[config.mk]
export PLATFORM = sky130hd
export DESIGN_NAME = interrupt_ctrl
export DESIGN_NICKNAME = d
export VERILOG_FILES = /design/src/rtl/interrupt_ctrl.sv
export SDC_FILE = /design/constraint.sdc
export NUM_CORES = 1
export LEC_CHECK = 0
export ABC_AREA = 1
export CORE_ASPECT_RATIO = 0.8
export CORE_MARGIN = 2
export CORE_UTILIZATION = 50
export DETAILED_ROUTE_END_ITERATION = 8
export GPL_ROUTABILITY_DRIVEN = 0
export PLACE_DENSITY_LB_ADDON = 0.12
export SETUP_SLACK_MARGIN = 0.2
export SYNTH_ARGS = -nofsm -noshare
export SYNTH_HDL_FRONTEND = slang
export SYNTH_SLANG_ARGS = --single-unit
[constraint.sdc]
create_clock -name clk -period 9.8 [get_ports clk]
set_input_delay 1.96 -clock clk [delete_from_list [all_inputs] [get_ports clk]]
set_output_delay 1.96 -clock clk [all_outputs]
set_load 0.02 [all_outputs]
[src/rtl/interrupt_ctrl.sv]
// Machine-mode interrupt controller: msip/mtime/mtimecmp MMIO block with a
// one-wait-state bus, prescaled 64-bit timer and post-redirect holdoff.
module interrupt_ctrl #(
   parameter int unsigned TICK_DIV = 1,
   parameter int unsigned HOLDOFF  = 2
) (
   input  logic        clk,
   input  logic        rst,
   input  logic        bus_sel,
   input  logic        bus_we,
   input  logic [4:0]  bus_addr,
   input  logic [31:0] bus_wdata,
   output logic [31:0] bus_rdata,
   output logic        bus_ready,
   input  logic        irq_taken,
   output logic        interrupt,
   output logic [31:0] irq_code
);

   typedef enum logic {
      S_IDLE,
      S_RESP
   } state_t;

   localparam logic [7:0] PRESC_MAX = 8'(TICK_DIV - 1);
   localparam logic [3:0] HOLD_LOAD = 4'(HOLDOFF);

   state_t      state_q, state_d;
   logic [63:0] mtime_q, mtime_d;
   logic [63:0] mtimecmp_q, mtimecmp_d;
   logic        msip_q, msip_d;
   logic [7:0]  presc_q, presc_d;
   logic [3:0]  hold_q, hold_d;
   logic [31:0] rdata_q, rdata_d;
   logic        irq_q, irq_d;
   logic [31:0] code_q, code_d;

   logic accept;
   logic aligned;
   logic timer_pending;

   always_ff @(posedge clk or posedge rst) begin
      if (rst) begin
         state_q    <= S_IDLE;
         mtime_q    <= '0;
         mtimecmp_q <= '1;
         msip_q     <= 1'b0;
         presc_q    <= '0;
         hold_q     <= '0;
         rdata_q    <= '0;
         irq_q      <= 1'b0;
         code_q     <= '0;
      end else begin
         state_q    <= state_d;
         mtime_q    <= mtime_d;
         mtimecmp_q <= mtimecmp_d;
         msip_q     <= msip_d;
         presc_q    <= presc_d;
         hold_q     <= hold_d;
         rdata_q    <= rdata_d;
         irq_q      <= irq_d;
         code_q     <= code_d;
      end
   end

   // Bus FSM: a request is taken only in IDLE, RESP always returns to IDLE.
   always_comb begin
      state_d = state_q;
      accept  = 1'b0;
      case (state_q)
         S_IDLE: begin
            if (bus_sel) begin
               state_d = S_RESP;
               accept  = 1'b1;
            end
         end
         S_RESP:  state_d = S_IDLE;
         default: state_d = S_IDLE;
      endcase
   end

   assign aligned = (bus_addr[1:0] == 2'b00);

   // Read data is captured from the pre-write register values at the accept edge.
   always_comb begin
      rdata_d = rdata_q;
      if (accept) begin
         rdata_d = '0;
         if (aligned) begin
            case (bus_addr[4:2])
               3'd0:    rdata_d = {31'b0, msip_q};
               3'd1:    rdata_d = mtimecmp_q[31:0];
               3'd2:    rdata_d = mtimecmp_q[63:32];
               3'd3:    rdata_d = mtime_q[31:0];
               3'd4:    rdata_d = mtime_q[63:32];
               default: rdata_d = '0;
            endcase
         end
      end
   end

   // A bus write to either mtime half overrides the tick and restarts the prescaler.
   always_comb begin
      msip_d     = msip_q;
      mtimecmp_d = mtimecmp_q;
      mtime_d    = mtime_q;
      presc_d    = presc_q;
      if (presc_q == PRESC_MAX) begin
         presc_d = '0;
         mtime_d = mtime_q + 64'd1;
      end else begin
         presc_d = presc_q + 8'd1;
      end
      if (accept && bus_we && aligned) begin
         case (bus_addr[4:2])
            3'd0: msip_d = bus_wdata[0];
            3'd1: mtimecmp_d[31:0]  = bus_wdata;
            3'd2: mtimecmp_d[63:32] = bus_wdata;
            3'd3: begin
               mtime_d = {mtime_q[63:32], bus_wdata};
               presc_d = '0;
            end
            3'd4: begin
               mtime_d = {bus_wdata, mtime_q[31:0]};
               presc_d = '0;
            end
            default: ;
         endcase
      end
   end

   assign timer_pending = (mtime_q >= mtimecmp_q);

   always_comb begin
      hold_d = hold_q;
      if (irq_taken) begin
         hold_d = HOLD_LOAD;
      end else if (hold_q != '0) begin
         hold_d = hold_q - 4'd1;
      end
      irq_d  = 1'b0;
      code_d = '0;
      if (hold_q == '0) begin
         if (msip_q) begin
            irq_d  = 1'b1;
            code_d = 32'd3;
         end else if (timer_pending) begin
            irq_d  = 1'b1;
            code_d = 32'd7;
         end
      end
   end

   assign bus_ready = (state_q == S_RESP);
   assign bus_rdata = rdata_q;
   assign interrupt = irq_q;
   assign irq_code  = code_q;

endmodule
==> report_table.html, run 1 <==
<table>
<tr><th>Metric</th><th>Value</th></tr>
<tr><th colspan="2">Status</th></tr>
<tr><td>Outcome</td><td>finished, final reports clean</td></tr>
<tr><th colspan="2">Power</th></tr>
<tr><td>Leakage power</td><td>5.785 nW</td></tr>
<tr><td>PD cells</td><td>175.4 nW/um2</td></tr>
<tr><td>Worst vdd rail ir drop</td><td>125.0 uV</td></tr>
<tr><th colspan="2">Clock network</th></tr>
<tr><td>Cts-stage hold buffer count</td><td>0</td></tr>
<tr><td>Root cell of the clock tree</td><td>clkbuf_16</td></tr>
<tr><td>Post-cts sizing count</td><td>0</td></tr>
<tr><td>Reg clk slew, reported paths</td><td>70 ps</td></tr>
<tr><td>Clock tree from TritonCTS</td><td>built</td></tr>
<tr><td>Number of setup buffers added after CTS</td><td>0</td></tr>
<tr><td>Clock sinks</td><td>177</td></tr>
<tr><td>Maximum clock insertion buffer count</td><td>2</td></tr>
<tr><td>Depth of the CTS H-tree</td><td>4</td></tr>
<tr><td>Number of buffers inserted during clock tree synthesis</td><td>17</td></tr>
<tr><td>Latest clock arrival within the worst-skew pair</td><td>460 ps</td></tr>
<tr><th colspan="2">Floorplan</th></tr>
<tr><td>Core Box Area</td><td>23210 um2</td></tr>
<tr><td>Total number of placement rows</td><td>50</td></tr>
<tr><td>Starting density of the core</td><td>50.64%</td></tr>
<tr><td>Chip Width</td><td>175.4 um</td></tr>
<tr><td>Floorplan die area</td><td>24750 um2</td></tr>
<tr><td>Vertical extent of the die</td><td>141.1 um</td></tr>
<tr><td>I/O pin count</td><td>108</td></tr>
<tr><th colspan="2">Logic synthesis</th></tr>
<tr><td>Mean area per synthesized cell</td><td>7.359 um2</td></tr>
<tr><td>Number of storage elements in the synthesis netlist</td><td>177</td></tr>
<tr><td>Mapped Area</td><td>11750 um2</td></tr>
<tr><td>Cell variety after synth</td><td>46</td></tr>
<tr><td>Proportion of synthesized chip area in sequential cells</td><td>38.37%</td></tr>
<tr><td>Warning count from the yosys run</td><td>0</td></tr>
<tr><td>Syn Inst Count</td><td>1597</td></tr>
<tr><th colspan="2">Timing</th></tr>
<tr><td>Worst Tran Pin Value</td><td>1150 ps</td></tr>
<tr><td>Min setup slack post-route</td><td>3854 ps</td></tr>
<tr><td>Setup Total Neg Slack</td><td>0 ps</td></tr>
<tr><td>Relative slew slack</td><td>23.07%</td></tr>
<tr><td>Worst Clk Skew</td><td>12.13 ps</td></tr>
<tr><td>Max Freq</td><td>168.2 MHz</td></tr>
<tr><td>Final count of pins violating max slew</td><td>0</td></tr>
<tr><td>Final Hold Violating Endpoints</td><td>0</td></tr>
<tr><td>Unrepaired setup endpoints after global routing</td><td>false</td></tr>
<tr><td>Worst Hold Margin</td><td>468.4 ps</td></tr>
<tr><td>Fin crit share</td><td>60.67%</td></tr>
<tr><td>Post-layout minimum cycle time</td><td>5946 ps</td></tr>
<tr><td>Number of endpoints failing setup at the final stage</td><td>0</td></tr>
<tr><th colspan="2">Worst setup path</th></tr>
<tr><td>Required arrival time at the worst endpoint</td><td>10190 ps</td></tr>
<tr><td>Largest fanout of any net on the critical path</td><td>47</td></tr>
<tr><td>Worst EP arrival</td><td>6340 ps</td></tr>
<tr><td>Critical path start-end classification</td><td>in2reg</td></tr>
<tr><td>Crit path launch type</td><td>input pin</td></tr>
<tr><td>Critical path capture point type</td><td>register</td></tr>
<tr><td>Register-to-Register Setup Slack</td><td>6100 ps</td></tr>
<tr><th colspan="2">Global route</th></tr>
<tr><td>Vias in the first global route</td><td>10746</td></tr>
<tr><td>Aggregate global routing overflow</td><td>0</td></tr>
<tr><td>Wire length of the first global-routing pass</td><td>59330 um</td></tr>
<tr><td>Maximum number of pins on one net before global-route repair</td><td>105</td></tr>
<tr><td>Number of antenna violations at the first check in global routing</td><td>0</td></tr>
<tr><td>Overall global routing resource usage</td><td>30.98%</td></tr>
<tr><th colspan="2">Route</th></tr>
<tr><td>Number of design-rule violations left by the first detailed-router iteration</td><td>1268</td></tr>
<tr><td>Routed wire per std cell</td><td>18.84 um</td></tr>
<tr><td>Final wirelength</td><td>37140 um</td></tr>
<tr><td>Vias post-DR</td><td>11204</td></tr>
<tr><td>Post-route DRC</td><td>0</td></tr>
<tr><td>Ratio of routed vias to standard cells</td><td>5.684</td></tr>
<tr><td>DR pass1 iterations</td><td>8</td></tr>
<tr><td>Number of nets with antenna violations after routing</td><td>0</td></tr>
<tr><th colspan="2">Worst hold path</th></tr>
<tr><td>Hold WC Path Type</td><td>reg2reg</td></tr>
<tr><th colspan="2">Cells and area</th></tr>
<tr><td>Nets@finish</td><td>1756</td></tr>
<tr><td>Final standard cell utilization of the core</td><td>57.00%</td></tr>
<tr><td>Layout cell share with drive strength beyond 1</td><td>8.017%</td></tr>
<tr><td>Number of filler cells placed in the layout</td><td>2254</td></tr>
<tr><td>Post-route cell area</td><td>13230 um2</td></tr>
<tr><td>Synth-to-layout area growth</td><td>12.56%</td></tr>
<tr><td>Final antenna diode count</td><td>0</td></tr>
<tr><th colspan="2">Placement</th></tr>
<tr><td>Cell area after placement</td><td>12650 um2</td></tr>
<tr><td>Pre-CTS worst setup slack</td><td>3502 ps</td></tr>
<tr><td>DP HPWL</td><td>26830 um</td></tr>
<tr><td>Count of input and output buffers</td><td>78</td></tr>
<tr><th colspan="2">Job</th></tr>
<tr><td>Max-cap violation count</td><td>0</td></tr>
</table>
-- sequential cells by signal, indices dropped and copies added (netlist names) --
name,cells
mtime_q,64
bus_ready,1
mtimecmp_q,64
msip_q,1
bus_rdata,32
hold_q,4
interrupt,1
presc_q,8
irq_code,2
-- per-stage QoR --
| stage | total power [mW] | cells |
|---|---|---|
| 6_report | 2.321 | 1971 |
| 5_1_grt | 2.464 | 1971 |
| 4_1_cts | 2.322 | 1971 |
| 3_5_place_dp | 1.623 | 1939 |
| 3_3_place_gp | 1.601 | 1939 |
| 2_1_floorplan | 1.416 | 1625 |
-- per-layer routing --
layer,share of wire (%),up-vias,track usage (%)
li1,-,5345,-
met5,0,-,0
met4,2.6,0,9.265
met1,46,5264,44.65
met3,9.3,71,7.713
met2,42,524,45.98
-- layout make-up --
cell class	count	area [um2]	area share, %
timing repair buffer	84	825.8	6.242
multi-input combinational	1121	6002	45.37
clock inverter	15	151.4	1.144
clock buffer	17	425.4	3.216
inverter	245	924.6	6.990
sequential	177	4509	34.09
tap	312	390.4	2.951
-- cell families (layout without fill, tap and decap cells) --
group / Yosys count / in the layout / synth area share [%]
AO/OA/AOI/OAI: 320 / 320 / 16.03
XOR/XNOR: 23 / 23 / 1.714
adder cells (fa/ha/maj): 68 / 68 / 7.239
buffers and inverters: 327 / 361 / 11.65
flip-flops: 177 / 177 / 38.37
other: 1 / 29 / 0.03191
AND/OR/NAND/NOR: 681 / 681 / 24.97
-- critical path, stage by stage --
cell	delay [ps]
clkdlybuf4s50_1	620
nor2_4	100
nand2_2	570
nor3_4	70
buf_4	300
inv_2	700
nand2_2	660
inv_2	800
nand2_1	140
nand3b_1	200
nand2_1	80
nor2_1	40
nor2_1	80
-- where the power goes --
part	internal, mW	total, mW	switching (mW)	leakage (nW)
Combinational	0.233	0.616	0.384	3.41
Sequential	0.862	1.01	0.144	2.10
Clock	0.358	0.698	0.341	0.276
-- worst paths after layout --
kind / from / end / cells past startpoint
worst max-delay path: bus_addr[2] / mtime_q[61] / 13
worst min-delay path: bus_ready / bus_ready / 1
worst max register to register: bus_ready / mtime_q[61] / 12
worst min register to register: bus_ready / bus_ready / 1
max in group asynchronous: rst / mtime_q[30] / 3
min in group asynchronous: rst / bus_rdata[14] / 2
-- synthesized netlist by cell type (all sizes together) --
cell type / n / area, um2
inv: 245 / 919.6
a221oi: 31 / 271.5
a211oi: 1 / 7.510
nor4: 5 / 31.28
o21ai: 145 / 725.7
a21oi: 64 / 320.3
o21a: 3 / 22.52
nand2: 367 / 1388
nand4: 36 / 225.2
a31oi: 6 / 37.54
o211ai: 5 / 37.54
a32o: 1 / 10.01
o21bai: 8 / 60.06
o221ai: 11 / 96.34
nor3: 31 / 181.4
dfrtp: 113 / 2828
clkbuf: 36 / 135.1
nor3b: 1 / 7.510
or2: 2 / 12.52
and3: 2 / 12.51
a31o: 2 / 17.52
conb: 1 / 3.750
a22oi: 2 / 15.01
nand3b: 4 / 33.78
o22ai: 39 / 244.0
dfstp: 64 / 1682
buf: 46 / 314.0
ha: 68 / 850.8
o2111a: 1 / 11.26
nor2b: 2 / 12.51
xor2: 23 / 201.4
nand3: 94 / 480.5
nor2: 137 / 549.3
a21o: 1 / 7.510
-- layout by cell type, fill, tap and decap left out, drive strengths merged, types with 6 or more instances in the layout --
| cell type | instances |
|---|---|
| buf | 6 |
| nand2 | 367 |
| clkbuf | 17 |
| a31oi | 6 |
| inv | 251 |
| clkdlybuf4s50 | 78 |
| nor3 | 31 |
| conb | 29 |
| o21ai | 145 |
| dfstp | 64 |
| dfrtp | 113 |
| nand4 | 36 |
| o22ai | 39 |
| o21bai | 8 |
| nand3 | 94 |
| xor2 | 23 |
| a21oi | 64 |
| ha | 68 |
| a221oi | 31 |
| nor2 | 137 |
| o221ai | 11 |
(Power assumes the default switching activity.)
==> run 2, diff against run 1 <==
==> constraint.sdc (replaced) <==
create_clock -name clk -period 5.6 [get_ports clk]
set_input_delay 1.12 -clock clk [delete_from_list [all_inputs] [get_ports clk]]
set_output_delay 1.12 -clock clk [all_outputs]
set_load 0.02 [all_outputs]
==> report_table.html, run 2 (synthesized netlist as in run 1, its figures left out) <==
<table>
<tr><th>Metric</th><th>Value</th></tr>
<tr><th colspan="2">Floorplan</th></tr>
<tr><td>Core Box Area</td><td>23210 um2</td></tr>
<tr><td>Chip Width</td><td>175.4 um</td></tr>
<tr><td>Total number of placement rows</td><td>50</td></tr>
<tr><td>Starting density of the core</td><td>50.64%</td></tr>
<tr><td>Vertical extent of the die</td><td>141.1 um</td></tr>
<tr><td>Floorplan die area</td><td>24750 um2</td></tr>
<tr><td>I/O pin count</td><td>108</td></tr>
<tr><th colspan="2">Timing</th></tr>
<tr><td>Final count of pins violating max slew</td><td>0</td></tr>
<tr><td>Final Hold Violating Endpoints</td><td>0</td></tr>
<tr><td>Post-layout minimum cycle time</td><td>3825 ps</td></tr>
<tr><td>Relative slew slack</td><td>22.98%</td></tr>
<tr><td>Worst Clk Skew</td><td>16.25 ps</td></tr>
<tr><td>Setup Total Neg Slack</td><td>0 ps</td></tr>
<tr><td>Number of endpoints failing setup at the final stage</td><td>0</td></tr>
<tr><td>Fin crit share</td><td>68.30%</td></tr>
<tr><td>Worst Tran Pin Value</td><td>1155 ps</td></tr>
<tr><td>Max Freq</td><td>261.5 MHz</td></tr>
<tr><td>Unrepaired setup endpoints after global routing</td><td>false</td></tr>
<tr><td>Worst Hold Margin</td><td>452.3 ps</td></tr>
<tr><td>Min setup slack post-route</td><td>1775 ps</td></tr>
<tr><th colspan="2">Power</th></tr>
<tr><td>Comb power frac</td><td>26.5%</td></tr>
<tr><td>Sequential fraction of design power</td><td>43.0%</td></tr>
<tr><td>Switching pwr</td><td>1.543 mW</td></tr>
<tr><td>PD cells</td><td>308.4 nW/um2</td></tr>
<tr><td>Internal power</td><td>2.554 mW</td></tr>
<tr><td>Relative contribution of the clock network to total power</td><td>30.5%</td></tr>
<tr><td>Share of total power consumed by net switching</td><td>37.66%</td></tr>
<tr><td>Worst vdd rail ir drop</td><td>231.2 uV</td></tr>
<tr><td>Leakage power</td><td>5.818 nW</td></tr>
<tr><th colspan="2">Placement</th></tr>
<tr><td>Count of input and output buffers</td><td>78</td></tr>
<tr><td>DP HPWL</td><td>26830 um</td></tr>
<tr><td>Pre-CTS worst setup slack</td><td>1445 ps</td></tr>
<tr><th colspan="2">Clock network</th></tr>
<tr><td>Number of setup buffers added after CTS</td><td>0</td></tr>
<tr><td>Depth of the CTS H-tree</td><td>4</td></tr>
<tr><td>Maximum clock insertion buffer count</td><td>2</td></tr>
<tr><td>Number of buffers inserted during clock tree synthesis</td><td>17</td></tr>
<tr><td>Clock sinks</td><td>177</td></tr>
<tr><td>Latest clock arrival within the worst-skew pair</td><td>460 ps</td></tr>
<tr><td>Root cell of the clock tree</td><td>clkbuf_16</td></tr>
<tr><td>Clock tree from TritonCTS</td><td>built</td></tr>
<tr><td>Reg clk slew, reported paths</td><td>70 ps</td></tr>
<tr><td>Post-cts sizing count</td><td>0</td></tr>
<tr><td>Cts-stage hold buffer count</td><td>0</td></tr>
<tr><th colspan="2">Worst setup path</th></tr>
<tr><td>Worst reg2reg path startpoint</td><td>presc_q[0]</td></tr>
<tr><td>Register-to-Register Setup Slack</td><td>2820 ps</td></tr>
<tr><td>Endpoint of the most critical register-to-register path</td><td>mtime_q[60]</td></tr>
<tr><td>Critical path capture point type</td><td>register</td></tr>
<tr><td>Required arrival time at the worst endpoint</td><td>5920 ps</td></tr>
<tr><td>Worst EP arrival</td><td>4140 ps</td></tr>
<tr><td>Number of cells on the worst reg-to-reg path</td><td>12</td></tr>
<tr><td>Critical path start-end classification</td><td>in2reg</td></tr>
<tr><td>Largest fanout of any net on the critical path</td><td>35</td></tr>
<tr><td>Crit path launch type</td><td>input pin</td></tr>
<tr><th colspan="2">Route</th></tr>
<tr><td>Number of nets with antenna violations after routing</td><td>0</td></tr>
<tr><td>Vias post-DR</td><td>11317</td></tr>
<tr><td>Final wirelength</td><td>37580 um</td></tr>
<tr><td>Number of design-rule violations left by the first detailed-router iteration</td><td>1272</td></tr>
<tr><td>DR pass1 iterations</td><td>6</td></tr>
<tr><td>Routed wire per std cell</td><td>19.03 um</td></tr>
<tr><td>Post-route DRC</td><td>0</td></tr>
<tr><td>Ratio of routed vias to standard cells</td><td>5.730</td></tr>
<tr><th colspan="2">Global route</th></tr>
<tr><td>Aggregate global routing overflow</td><td>0</td></tr>
<tr><td>Overall global routing resource usage</td><td>31.11%</td></tr>
<tr><td>Global-route met3 utilization</td><td>6.688%</td></tr>
<tr><td>Global-route layer with the greatest usage</td><td>met1</td></tr>
<tr><td>Met2 Usage GRT</td><td>45.36%</td></tr>
<tr><td>Number of antenna violations at the first check in global routing</td><td>0</td></tr>
<tr><td>Maximum number of pins on one net before global-route repair</td><td>94</td></tr>
<tr><td>Met1 usage in global routing</td><td>45.92%</td></tr>
<tr><td>Wire length of the first global-routing pass</td><td>59470 um</td></tr>
<tr><td>Vias in the first global route</td><td>10557</td></tr>
<tr><th colspan="2">Worst hold path</th></tr>
<tr><td>Hold WC Path Type</td><td>reg2reg</td></tr>
<tr><td>Hold Crit Endpoint</td><td>bus_ready</td></tr>
<tr><td>Launch instance of the worst min-delay path</td><td>bus_ready</td></tr>
<tr><td>Hold Path Cell Cnt</td><td>1</td></tr>
<tr><th colspan="2">Cells and area</th></tr>
<tr><td>Nets@finish</td><td>1760</td></tr>
<tr><td>Number of filler cells placed in the layout</td><td>2227</td></tr>
<tr><td>Synth-to-layout area growth</td><td>13.02%</td></tr>
<tr><td>Most common cell after layout, fill and taps aside</td><td>nand2_1</td></tr>
<tr><td>Final antenna diode count</td><td>0</td></tr>
<tr><td>Layout cell share with drive strength beyond 1</td><td>8.238%</td></tr>
<tr><td>Most frequent cells in the layout</td><td>361 x nand2_1, 239 x inv_1, 144 x o21ai_0</td></tr>
<tr><th colspan="2">Status</th></tr>
<tr><td>Outcome</td><td>finished, final reports clean</td></tr>
<tr><th colspan="2">Job</th></tr>
<tr><td>Max-cap violation count</td><td>0</td></tr>
</table>
-- run 2: routing by layer --
layer	up-vias	part of all wire [%]
li1	5341	-
met2	567	42
met5	-	0
met4	0	2.4
met1	5347	46
met3	62	9.7
-- run 2: how the worst max path moves through the flow --
stage / from / to / cells past startpoint
6_report: bus_addr[2] / mtime_q[0] / 11
5_1_grt: bus_addr[2] / mtime_q[0] / 11
4_1_cts: bus_addr[2] / mtime_q[0] / 11
3_5_place_dp: bus_addr[2] / mtime_q[0] / 11
3_3_place_gp: bus_addr[2] / mtime_q[0] / 11
2_1_floorplan: rst / bus_rdata[0] / 1
-- run 2: power by group through the flow --
stage | logic, mW | registers, mW | clock network [mW]
2_1_floorplan | 0.774 | 1.70 | 0
3_3_place_gp | 1.04 | 1.77 | 0
3_5_place_dp | 1.07 | 1.77 | 0
4_1_cts | 1.08 | 1.75 | 1.26
5_1_grt | 1.24 | 1.79 | 1.32
6_report | 1.09 | 1.76 | 1.25
-- run 2: final cells by class --
| cell class | instances | area [um2] | share of cell area (%) |
|---|---|---|---|
| Clock buffer | 17 | 425.4 | 3.203 |
| Clock inverter | 15 | 163.9 | 1.234 |
| Tap cell | 312 | 390.4 | 2.939 |
| Inverter | 245 | 923.4 | 6.952 |
| Timing Repair Buffer | 88 | 868.3 | 6.537 |
| Sequential cell | 177 | 4509 | 33.95 |
| Multi-Input combinational cell | 1121 | 6002 | 45.19 |
-- run 2: critical path, cell delays in order --
cell	delay (ps)
clkdlybuf4s50_1	550
nor2_4	230
nand2_2	480
nor3_4	300
buf_4	420
inv_2	80
nand2_2	90
buf_4	370
nor2_1	170
o21ai_0	180
o221ai_1	120
-- run 2: through the flow --
| stage | total power [mW] | util, % | instances | instance area (um2) |
|---|---|---|---|---|
| final | 4.097 | 57.23 | 1975 | 13280 |
| after global routing | 4.352 | 57.23 | 1975 | 13280 |
| after CTS | 4.095 | 57.23 | 1975 | 13280 |
| after detailed placement | 2.841 | 54.69 | 1943 | 12690 |
| after global placement | 2.808 | 54.69 | 1943 | 12690 |
| after floorplan | 2.479 | - | 1625 | 11860 |
